`src/rtl/lsu_mem_bridge.sv`:
```
// Load/store bridge from the execute stage to a word-organised data memory.
// Sub-word loads are extracted and extended; sub-word stores use read-modify-write.
module lsu_mem_bridge #(
  parameter int RD_WAIT = 0
) (
  input  logic        clk,
  input  logic        rst,
  input  logic        req_valid,
  output logic        req_ready,
  input  logic        req_we,
  input  logic [1:0]  req_size,
  input  logic        req_unsigned,
  input  logic [31:0] req_addr,
  input  logic [31:0] req_wdata,
  output logic        resp_valid,
  output logic [31:0] resp_rdata,
  output logic        resp_err,
  output logic        mem_re,
  output logic        mem_we,
  output logic [31:0] mem_addr,
  output logic [31:0] mem_wdata,
  input  logic [31:0] mem_rdata
);

  localparam logic [1:0] IDLE = 2'd0;
  localparam logic [1:0] RD   = 2'd1;
  localparam logic [1:0] WR   = 2'd2;
  localparam logic [1:0] RESP = 2'd3;
  localparam logic [15:0] WAIT_LAST = 16'(RD_WAIT);

  logic [1:0]  state_reg, state_next;
  logic        we_reg, uns_reg, err_reg;
  logic [1:0]  size_reg;
  logic [31:0] addr_reg, wdata_reg, rdata_reg;
  logic [15:0] wait_reg;

  logic        accept, misaligned, rd_last;
  logic [4:0]  lane_shift;
  logic [31:0] shifted, extended, lane_mask, merged;

  assign accept     = req_valid && (state_reg == IDLE);
  assign misaligned = (req_size == 2'b11) ||
                      (req_size == 2'b01 && req_addr[0]) ||
                      (req_size == 2'b10 && req_addr[1:0] != 2'b00);
  assign rd_last    = (state_reg == RD) && (wait_reg == WAIT_LAST);
  assign lane_shift = {addr_reg[1:0], 3'b000};
  assign shifted    = mem_rdata >> lane_shift;

  always_comb begin
    extended = shifted;
    case (size_reg)
      2'b00:   extended = uns_reg ? {24'h0, shifted[7:0]} : {{24{shifted[7]}}, shifted[7:0]};
      2'b01:   extended = uns_reg ? {16'h0, shifted[15:0]} : {{16{shifted[15]}}, shifted[15:0]};
      default: extended = shifted;
    endcase
  end

  // Accepted halfwords are 2-aligned, so lane_shift is 0 or 16 for them.
  assign lane_mask = (size_reg == 2'b00) ? (32'h0000_00FF << lane_shift)
                                         : (32'h0000_FFFF << lane_shift);
  assign merged    = (mem_rdata & ~lane_mask) | ((wdata_reg << lane_shift) & lane_mask);

  always_comb begin
    state_next = state_reg;
    case (state_reg)
      IDLE: begin
        if (accept) begin
          if (misaligned)                         state_next = RESP;
          else if (req_we && req_size == 2'b10)   state_next = WR;
          else                                    state_next = RD;
        end
      end
      RD:      if (rd_last) state_next = we_reg ? WR : RESP;
      WR:      state_next = RESP;
      default: state_next = IDLE;
    endcase
  end

  always_ff @(posedge clk) begin
    if (!rst) begin
      state_reg <= IDLE;
      we_reg    <= 1'b0;
      uns_reg   <= 1'b0;
      err_reg   <= 1'b0;
      size_reg  <= 2'b00;
      addr_reg  <= 32'h0;
      wdata_reg <= 32'h0;
      rdata_reg <= 32'h0;
      wait_reg  <= 16'h0;
    end else begin
      state_reg <= state_next;
      if (accept) begin
        we_reg    <= req_we;
        uns_reg   <= req_unsigned;
        err_reg   <= misaligned;
        size_reg  <= req_size;
        addr_reg  <= req_addr;
        wdata_reg <= req_wdata;
        rdata_reg <= 32'h0;
        wait_reg  <= 16'h0;
      end
      if (state_reg == RD) wait_reg <= wait_reg + 16'd1;
      // Last read edge: stores keep the merged word for WR, loads keep the result.
      if (rd_last) begin
        if (we_reg) wdata_reg <= merged;
        else        rdata_reg <= extended;
      end
    end
  end

  assign req_ready  = (state_reg == IDLE);
  assign resp_valid = (state_reg == RESP);
  assign resp_rdata = (state_reg == RESP) ? rdata_reg : 32'h0;
  assign resp_err   = (state_reg == RESP) && err_reg;
  assign mem_re     = (state_reg == RD);
  assign mem_we     = (state_reg == WR);
  assign mem_addr   = (state_reg == RD || state_reg == WR) ? {addr_reg[31:2], 2'b00} : 32'h0;
  assign mem_wdata  = (state_reg == WR) ? wdata_reg : 32'h0;

endmodule

```
`config.mk`:
```
export PLATFORM = sky130hd
export DESIGN_NAME = lsu_mem_bridge
export DESIGN_NICKNAME = d
export VERILOG_FILES = /design/src/rtl/lsu_mem_bridge.sv
export SDC_FILE = /design/constraint.sdc
export NUM_CORES = 1
export LEC_CHECK = 0
export CAP_MARGIN = 25
export CORE_MARGIN = 4
export CORE_UTILIZATION = 45
export DETAILED_ROUTE_END_ITERATION = 7
export PLACE_DENSITY = 0.76
export SYNTH_ARGS = -nofsm -noshare
export SYNTH_HDL_FRONTEND = slang
export SYNTH_SLANG_ARGS = --single-unit
```
`constraint.sdc`:
```
create_clock -name clk -period 3.4 [get_ports clk]
set_clock_uncertainty 0.15 [all_clocks]
set_input_delay 0.51 -clock clk [delete_from_list [all_inputs] [get_ports clk]]
set_output_delay 0.51 -clock clk [all_outputs]
set_load 0.005 [all_outputs]
```
* Yosys cells after proc, flatten, opt, wreduce, memory -nomap -nowiden
Index checks and enable logic that the tools add are counted.
** Word-level totals
- Bits of input ports :: 103
- Word-level logic and storage cells :: 63
- Output and inout bits :: 101
- Register bits after elaboration :: 119
** Operators by class
- Muxes and demuxes :: 21
- Reductions and logical operators :: 15
- Bitwise operators :: 4
- Shift operators :: 4
- Eq/ne operators :: 9
- Add/sub/neg operators :: 1
** Operator list (number)
- 32-bit 2-to-1 mux :: 12
- 32-bit bitwise AND :: 2
- 32-bit case mux with 2 select lines :: 1
- 16-bit 2-to-1 mux :: 2
- 32-bit inverter :: 1
- 32-bit OR :: 1
- 16-bit by 5-bit << shifter with 32-bit output, first input constant :: 1
- 32-bit by 5-bit << shifter with 32-bit output :: 1
- 8-bit by 5-bit << shifter with 32-bit output, first input constant :: 1
- 32-bit by 5-bit >> shifter with 32-bit output :: 1
- 16-bit by 1-bit adder with 16-bit output, second input constant :: 1
- 16-bit zero test :: 1
- 2-bit equality test, second input constant :: 4
- 2-bit 2-to-1 mux :: 4
- 2-bit by 1-bit equality test with 1-bit output, second input constant :: 3
- 1-bit logical AND :: 6
- 2-bit case mux with 3 select lines :: 1
- 2-bit zero test :: 2
- 2-bit by 1-bit != test with 1-bit output, second input constant :: 2
- 2-bit nonzero test :: 2
- 1-bit logical OR :: 3
- 2-bit AND reduction :: 1
- 1-bit 2-to-1 mux :: 1

* Depth between registers and ports, before layout
Gate-level depths: netlist of the first run.
- Depth after elaboration :: 7
- Depth in mapped cells :: 8
- Gate-level depth less buffers :: 6

* Least setup slack after synthesis of the first run
Ideal clock, no wire load.
- Kind :: in2reg
- Start :: in mem_rdata[31]
- End :: reg rdata_reg[21]
- Data required time :: 3128 ps
- Setup time :: 122 ps
- Arrival time :: 1605 ps
- Buffers on the path :: 1
- Stages on the path :: 5
- Slack :: 1523 ps
- Cell sequence :: mux4_2 > nor2_4 > a211oi_4 > buf_6 > o311a_1
** Between the ends
- Longest elaborated chain between the ends :: 5
- Elaborated cells between the ends (all ways) :: 6
- Those cells by class :: shift: 1; mux: 5
** RTL lines
- start: declaration :: line 22 : input logic [31:0] mem_rdata
- 32-bit by 5-bit >> shifter with 32-bit output (*) :: line 47 : assign shifted = mem_rdata >> lane_shift;
- 32-bit 2-to-1 mux (on tied branches) :: line 53, 52
- 32-bit case mux with 2 select lines (*) :: line 51 : case (size_reg)
- 32-bit 2-to-1 mux (*) :: line 105 : if (we_reg) wdata_reg <= merged;
- 32-bit 2-to-1 mux (*) :: line 104 : if (rd_last) begin
- end signal: assignment :: line 106 : else rdata_reg <= extended;
- end: declaration :: line 34 : logic [31:0] addr_reg, wdata_reg, rdata_reg;
Mark *: on every way between the ends. The rest lies on a longest branch, timed or not.
A chain may end at the register's enable or synchronous reset.

* Worst setup path in the final report of the first run
- Start :: reg state_reg[0]
- End :: out mem_addr[26]
** Between the ends
- Longest elaborated chain between the ends :: 3
- Elaborated cells between the ends (all ways) :: 4
- Those cells by class :: eq/ne: 2; mux: 1; reduce/logical: 1
** RTL lines
- start: declaration :: line 31 : logic [1:0] state_reg, state_next;
- start signal: assignment :: line 91 : state_reg <= state_next;
- 2-bit by 1-bit equality test with 1-bit output / 2-bit equality test (equally long branches) :: line 117 : assign mem_addr = (state_reg == RD || state_reg == WR) ? {addr_reg[31:2], 2'b00} : 32'h0;
- 1-bit logical OR (*) :: line 117
- 32-bit 2-to-1 mux (*) :: line 117
- end: declaration :: line 20 : output logic [31:0] mem_addr,
Marked as above.

==> out/metrics.cfg, run 1 <==
[synthesis]
synth_top_area_cell = dfxtp_1
synth-seq-cells = 119
synthXorXnorAreaFrac_pct = 0
yosys.area_share.simple_pct = 25.1
synthArstFlopShare_pct = 0
synth-adder-area-share_pct = 1.05
yosys_warnings = 0
ys_types = 60
ys.flop_type = dfxtp_1
ys_seq_area_share_pct = 33.4
synth_compound_area_share_pct = 24.5
synth_top_area_share_pct = 33.4
syn_avg_cell_area_um2 = 8.00
synth_area_leaders = dfxtp_1, and2_1, nand2_1
syn_inst = 893
synth_edf_count = 0
syn-cell-area_um2 = 7140
synth_top_family_by_area = simple AND/OR/NAND/NOR gates
synth_mux_area_share_pct = 9.65

[floorplan]
die-area_um2 = 17900
die_y_um = 134
coreArea_um2 = 15400
rows = 45
io_pins = 204
die_w_um = 134
start_util_pct = 46.5

[timing]
period_share_pct = 91.3
setup_viol = 0
grt_setup_unrepaired = false
finalMaxSlewViolations = 0
hold_violations = 0
tns_ns = 0
fmax_ghz = 0.322
fin_crit_ns = 3.10
tightest_slew_ns = 0.841
fin_hold_ws_ns = 0.298
relSlewSlack_pct = 42.5

[critical_path]
endpoint_kind = output port
cp.required_ns = 2.74
rr_worst_depth = 8
reg2reg_setup_slack_ns = 0.79
path_max_fanout = 32
cp_slowest_cell = ha_1
cp_slowest_stage_delay_ns = 0.78
crit_start = state_reg[0]
path_delay_family = adder cells
reg2reg_from = wait_reg[0]
crit_end = mem_addr[26]
arrival_ns = 2.44
crit_buf_inv = 2
path_depth = 4
critPathKind = reg2out
crit_path_cell_trace = inv_1 > ha_1 > and2_1 > clkdlybuf4s50_1
start_kind = register

[route]
wl_met3_mm = 1.74
wirelength_mm = 22.8
wl_met1_mm = 9.99
drt_iter0_markers = 658
drt-pass1-iter-count = 7
drtAntennaViolNets = 0
vias_per_cell = 5.66
vias = 7210
drc_errors = 0
routed.top_layer = met4
wl_met2_mm = 10.4
wire_per_inst_um = 17.9

[place]
hpwl_mm = 16.1
numPortBuffers = 201
place_area_um2 = 9190
place_congestion = 0.900

[final_layout]
multi_input_area_um2 = 4310
syn_to_final_growth_pct = 37.0
final_cell_area_um2 = 9780
regArea_um2 = 2380
diodes = 0
mostFrequentLayoutCell = clkdlybuf4s50_1
fin_nets = 1158
layout_common_cells = clkdlybuf4s50_1, nand2_1, dfxtp_1, and2_1, a21oi_1
drive_gt1_share_pct = 8.57
nFillCells = 1322

[grt]
grt_overflow = 0
grt_max_degree = 59
grt_pass1_vias = 6792
grt_usage_pct = 24.7
antenna_found_initial = 0
grt_pass1_wl_mm = 35.9

[clocking]
cts_buffers = 17
worstSkewPairLatency_ns = 0.43
clock_tree.buffer_depth = 2
cts_tree = built
post_cts.repair.setup_buffers = 0
ctsResizeCount = 0
cts.clk_slew.worst_paths_ns = 0.06
cts_root_buffer = clkbuf_16
h-tree-depth = 4
cts.sink_count = 119
hold_buffers = 0

[pwr]
ir_drop_uv = 410
p_leak_nw = 3.58
power_density_nw_per_um2 = 632

[flow_run]
cap_violations = 0

[min_path]
min_path_type = reg2reg

[outcome]
outcome = complete, no violations

==> routing by layer <==
layer / vias to the layer above / track usage (%)
met5: - / 0
met1: 3319 / 34.2
li1: 3512 / -
met3: 50 / 5.74
met2: 329 / 37.6
met4: 0 / 9.26
==> synth_stat cells, drive strengths merged, types with 2 or more instances <==
cell type  number
nand2b         12
nand3b          2
o21a            2
nand3           9
a211oi         10
inv             9
nand2         151
o211a          17
a21oi          72
buf            34
nand4           4
mux2i          43
or3             2
o31a            2
or2             2
nor2b          10
o2111ai         7
a2111oi        15
a22oi           7
clkbuf         53
o311a          18
nor2           33
a311oi         25
mux2           19
nor4            4
and2          106
and3            2
mux4            2
ha              6
o21ai          54
dfxtp         119
o211ai         11
nor3           14
==> final cells by class <==
| type | count | area share, % |
|---|---|---|
| Inverter | 10 | 0.384 |
| Multi-Input combinational cell | 678 | 44.1 |
| Sequential cell | 119 | 24.4 |
| Clock inverter | 15 | 1.70 |
| Clock buffer | 17 | 4.35 |
| Timing Repair Buffer | 223 | 22.4 |
| Tap cell | 211 | 2.70 |
==> worst min path at each step <==
stage	endpoint	cells past startpoint	start	slack, ns
after floorplan	addr_reg[10]	2	addr_reg[10]	0.28
after global routing	addr_reg[9]	2	addr_reg[9]	0.32
after global placement	err_reg	2	err_reg	0.29
after detailed placement	addr_reg[16]	2	addr_reg[16]	0.29
after CTS	addr_reg[16]	2	addr_reg[16]	0.30
final	err_reg	2	err_reg	0.30
==> tightest hold or removal path, delay by kind of cell (launching register included) <==
family	cells	cell delay [ns]
simple gates	1	0.05
flops	1	0.30
compound gates	1	0.05
==> power by group <==
group / switching, W / internal [W]
Clock: 0.000723 / 0.00109
Sequential: 0.000255 / 0.00172
Combinational: 0.00137 / 0.00102
==> kinds of logic after synthesis <==
family | count (synthesis)
compound gates | 251
fa+ha+maj | 6
buf+inv | 97
flops | 119
mux | 64
other cells | 1
simple gates | 355
==> through the flow <==
| stage | power (W) | setup slack [ns] | util [%] | cells |
|---|---|---|---|---|
| after global routing | 0.00654 | 0.0982 | 63.6 | 1273 |
| after detailed placement | 0.00437 | 0.709 | 59.8 | 1241 |
| after global placement | 0.00434 | 0.780 | 59.8 | 1241 |
| after floorplan | 0.00357 | 1.52 | - | 894 |
| after CTS | 0.00620 | 0.253 | 63.6 | 1273 |
| final | 0.00619 | 0.296 | 63.6 | 1273 |
(Power assumes the default switching activity.)
==> inputs of run 2 (changes only) <==
ABC_AREA = 1   (was unset)
==> run 2 against run 1 <==
Compared with the run above: utilization decreased by 1.1 points; total power up 9.4%; sequential power grew 3%; hold slack improved by 0.012 ns; sequential cell count unchanged; synthesized cell count increased by 37%; setup slack improved by 0.29 ns; register-to-register slack improved by 0.24 ns; largest cell class unchanged.
==> out/metrics.cfg, run 2 <==
[place]
hpwl_mm = 16.8
place_area_um2 = 9300
dp.cells = 1586
numPortBuffers = 201
place_congestion = 0.947

[critical_path]
critPathKind = reg2out
rr_worst_depth = 9
crit_end = mem_addr[12]
cp.required_ns = 2.74
r2r-end = rdata_reg[23]
arrival_ns = 2.15
endpoint_kind = output port
crit_start = state_reg[0]
crit_path_cell_trace = inv_1 > ha_1 > buf_4 > nand2_1 > inv_1 > clkdlybuf4s50_1
cp_slowest_stage_delay_ns = 0.50
reg2reg_from = state_reg[0]
cp_slowest_cell = clkdlybuf4s50_1
reg2reg_setup_slack_ns = 1.03
path_max_fanout = 30
worst_path_most_repeated_cell = inv_1
start_kind = register

[timing]
tns_ns = 0
tightest_slew_ns = 0.989
relSlewSlack_pct = 33.8
setup_viol = 0
hold_violations = 0
fmax_ghz = 0.356
fin_crit_ns = 2.81
finalMaxSlewViolations = 0
grt_setup_unrepaired = false
period_share_pct = 82.7

[final_layout]
layout_common_cells = nand2_1, clkdlybuf4s50_1, inv_1, nor2_1, o21ai_0
drive_gt1_share_pct = 6.28
nFillCells = 1501
post-route-util_pct = 62.5
syn_to_final_growth_pct = 36.7
mostFrequentLayoutCell = nand2_1
final_cells = 1618
final_cell_area_um2 = 9890
diodes = 0
fin_nets = 1498

[floorplan]
rows = 46
die_w_um = 135
start_util_pct = 45.7
coreArea_um2 = 15800
io_pins = 204
die_y_um = 135
die-area_um2 = 18200

[route]
wire_per_inst_um = 14.1
drc_errors = 0
drt_iter0_markers = 631
vias_per_cell = 5.01
wirelength_mm = 22.8
drtAntennaViolNets = 0
vias = 8113
drt-pass1-iter-count = 5

[synthesis]
syn_inst = 1227
synth_top_area_cell = dfxtp_1
synth_top_area_share_pct = 32.9
ys.flop_type = dfxtp_1
ys_types = 40
yosys_warnings = 0
ys_seq_area_share_pct = 32.9
synth.cells.most_frequent = nand2_1, inv_1, nor2_1, o21ai_0, dfxtp_1
synth-seq-cells = 119
synthArstFlopShare_pct = 0
synth_edf_count = 0
syn_avg_cell_area_um2 = 5.90
syn-cell-area_um2 = 7240
yosysMostFrequentCell = nand2_1
synth_area_leaders = dfxtp_1, nand2_1, o21ai_0

[clocking]
h-tree-depth = 4
worstSkewPairLatency_ns = 0.42
clock_tree.buffer_depth = 2
post_cts.repair.setup_buffers = 0
cts_buffers = 17
cts_root_buffer = clkbuf_16
cts.clk_slew.worst_paths_ns = 0.05
cts_tree = built
ctsResizeCount = 0
cts.sink_count = 119
hold_buffers = 0

[grt]
grt_usage_pct = 24.2
grt_pass1_wl_mm = 35.4
antenna_found_initial = 0
grt_pass1_vias = 7182
grt_max_degree = 62
grt_overflow = 0

[outcome]
outcome = complete, no violations

[pwr]
p_leak_nw = 4.78
ir_drop_uv = 466
power_density_nw_per_um2 = 684

[flow_run]
cap_violations = 0

[min_path]
hold-path-cell-count = 2
min_path_type = reg2reg

[run 2: changes by cell type after synthesis, sizes merged, moves of 15 or more]
cell     previous run  this run
a311oi             25         0
o211a              17         0
a2111oi            15         0
nand2             151       389
mux2i              43         0
nor2               33       188
inv                 9       174
and2              106         0
mux2               19         0
a21oi              72        39
o21ai              54       149
nand3               9        34
o311a              18         1
[run 2: cells by family after synthesis]
kind of cell	Yosys count	share of synthesized area, %
and+or+nand+nor	618	34.3
buffers and inverters	252	14.0
AOI/OAI and AO/OA	231	17.7
DFF	119	32.9
adders and majority gates	6	1.04
other	1	0.0518
[run 2: per-layer routing]
metal | part of all wire (%) | global-route usage, % | up-vias
met4 | 2.8 | 8.94 | 0
met3 | 9.2 | 5.89 | 46
met1 | 44 | 32.0 | 3622
li1 | - | - | 4098
met5 | 0 | 0 | -
met2 | 44 | 38.6 | 347
[run 2: how the worst min path moves through the flow]
stage                            start           end
after floorplan           wait_reg[13]  wait_reg[13]
after global placement    wait_reg[13]  wait_reg[13]
after detailed placement  rdata_reg[6]  rdata_reg[6]
after CTS                 rdata_reg[6]  rdata_reg[6]
after global routing      rdata_reg[0]  rdata_reg[0]
final                     rdata_reg[6]  rdata_reg[6]
[run 2: layout make-up]
cell class	count	area [µm²]	area share [%]
Multi-Input combinational cell	857	3850	38.9
Clock buffer	25	475	4.81
Timing Repair Buffer	218	2130	21.6
Tap cell	216	270	2.73
Clock inverter	7	119	1.20
Sequential cell	119	2380	24.1
Inverter	176	661	6.68
[run 2: report_power, final]
group | leakage [nW] | switching (W) | internal, W | total, W
clock | 0.282 | 0.000634 | 0.00119 | 0.00182
sequential | 0.976 | 0.000236 | 0.00179 | 0.00203
combinational | 3.52 | 0.00183 | 0.00108 | 0.00291
[run 2: worst max-delay path, delay by kind of cell, from the launching register on]
| kind | cells | cell delay, ns |
|---|---|---|
| fa+ha+maj | 1 | 0.30 |
| simple gates | 1 | 0.10 |
| flops | 1 | 0.35 |
| buf+inv | 4 | 0.97 |
[run 2: through the flow]
| stage | power [W] | hold slack [ns] | setup slack [ns] |
|---|---|---|---|
| 2_1_floorplan | 0.00402 | 0.285 | 1.57 |
| 3_3_place_gp | 0.00488 | 0.295 | 0.903 |
| 3_5_place_dp | 0.00492 | 0.302 | 0.820 |
| 4_1_cts | 0.00676 | 0.311 | 0.555 |
| 5_1_grt | 0.00722 | 0.326 | 0.462 |
| 6_report | 0.00676 | 0.310 | 0.590 |
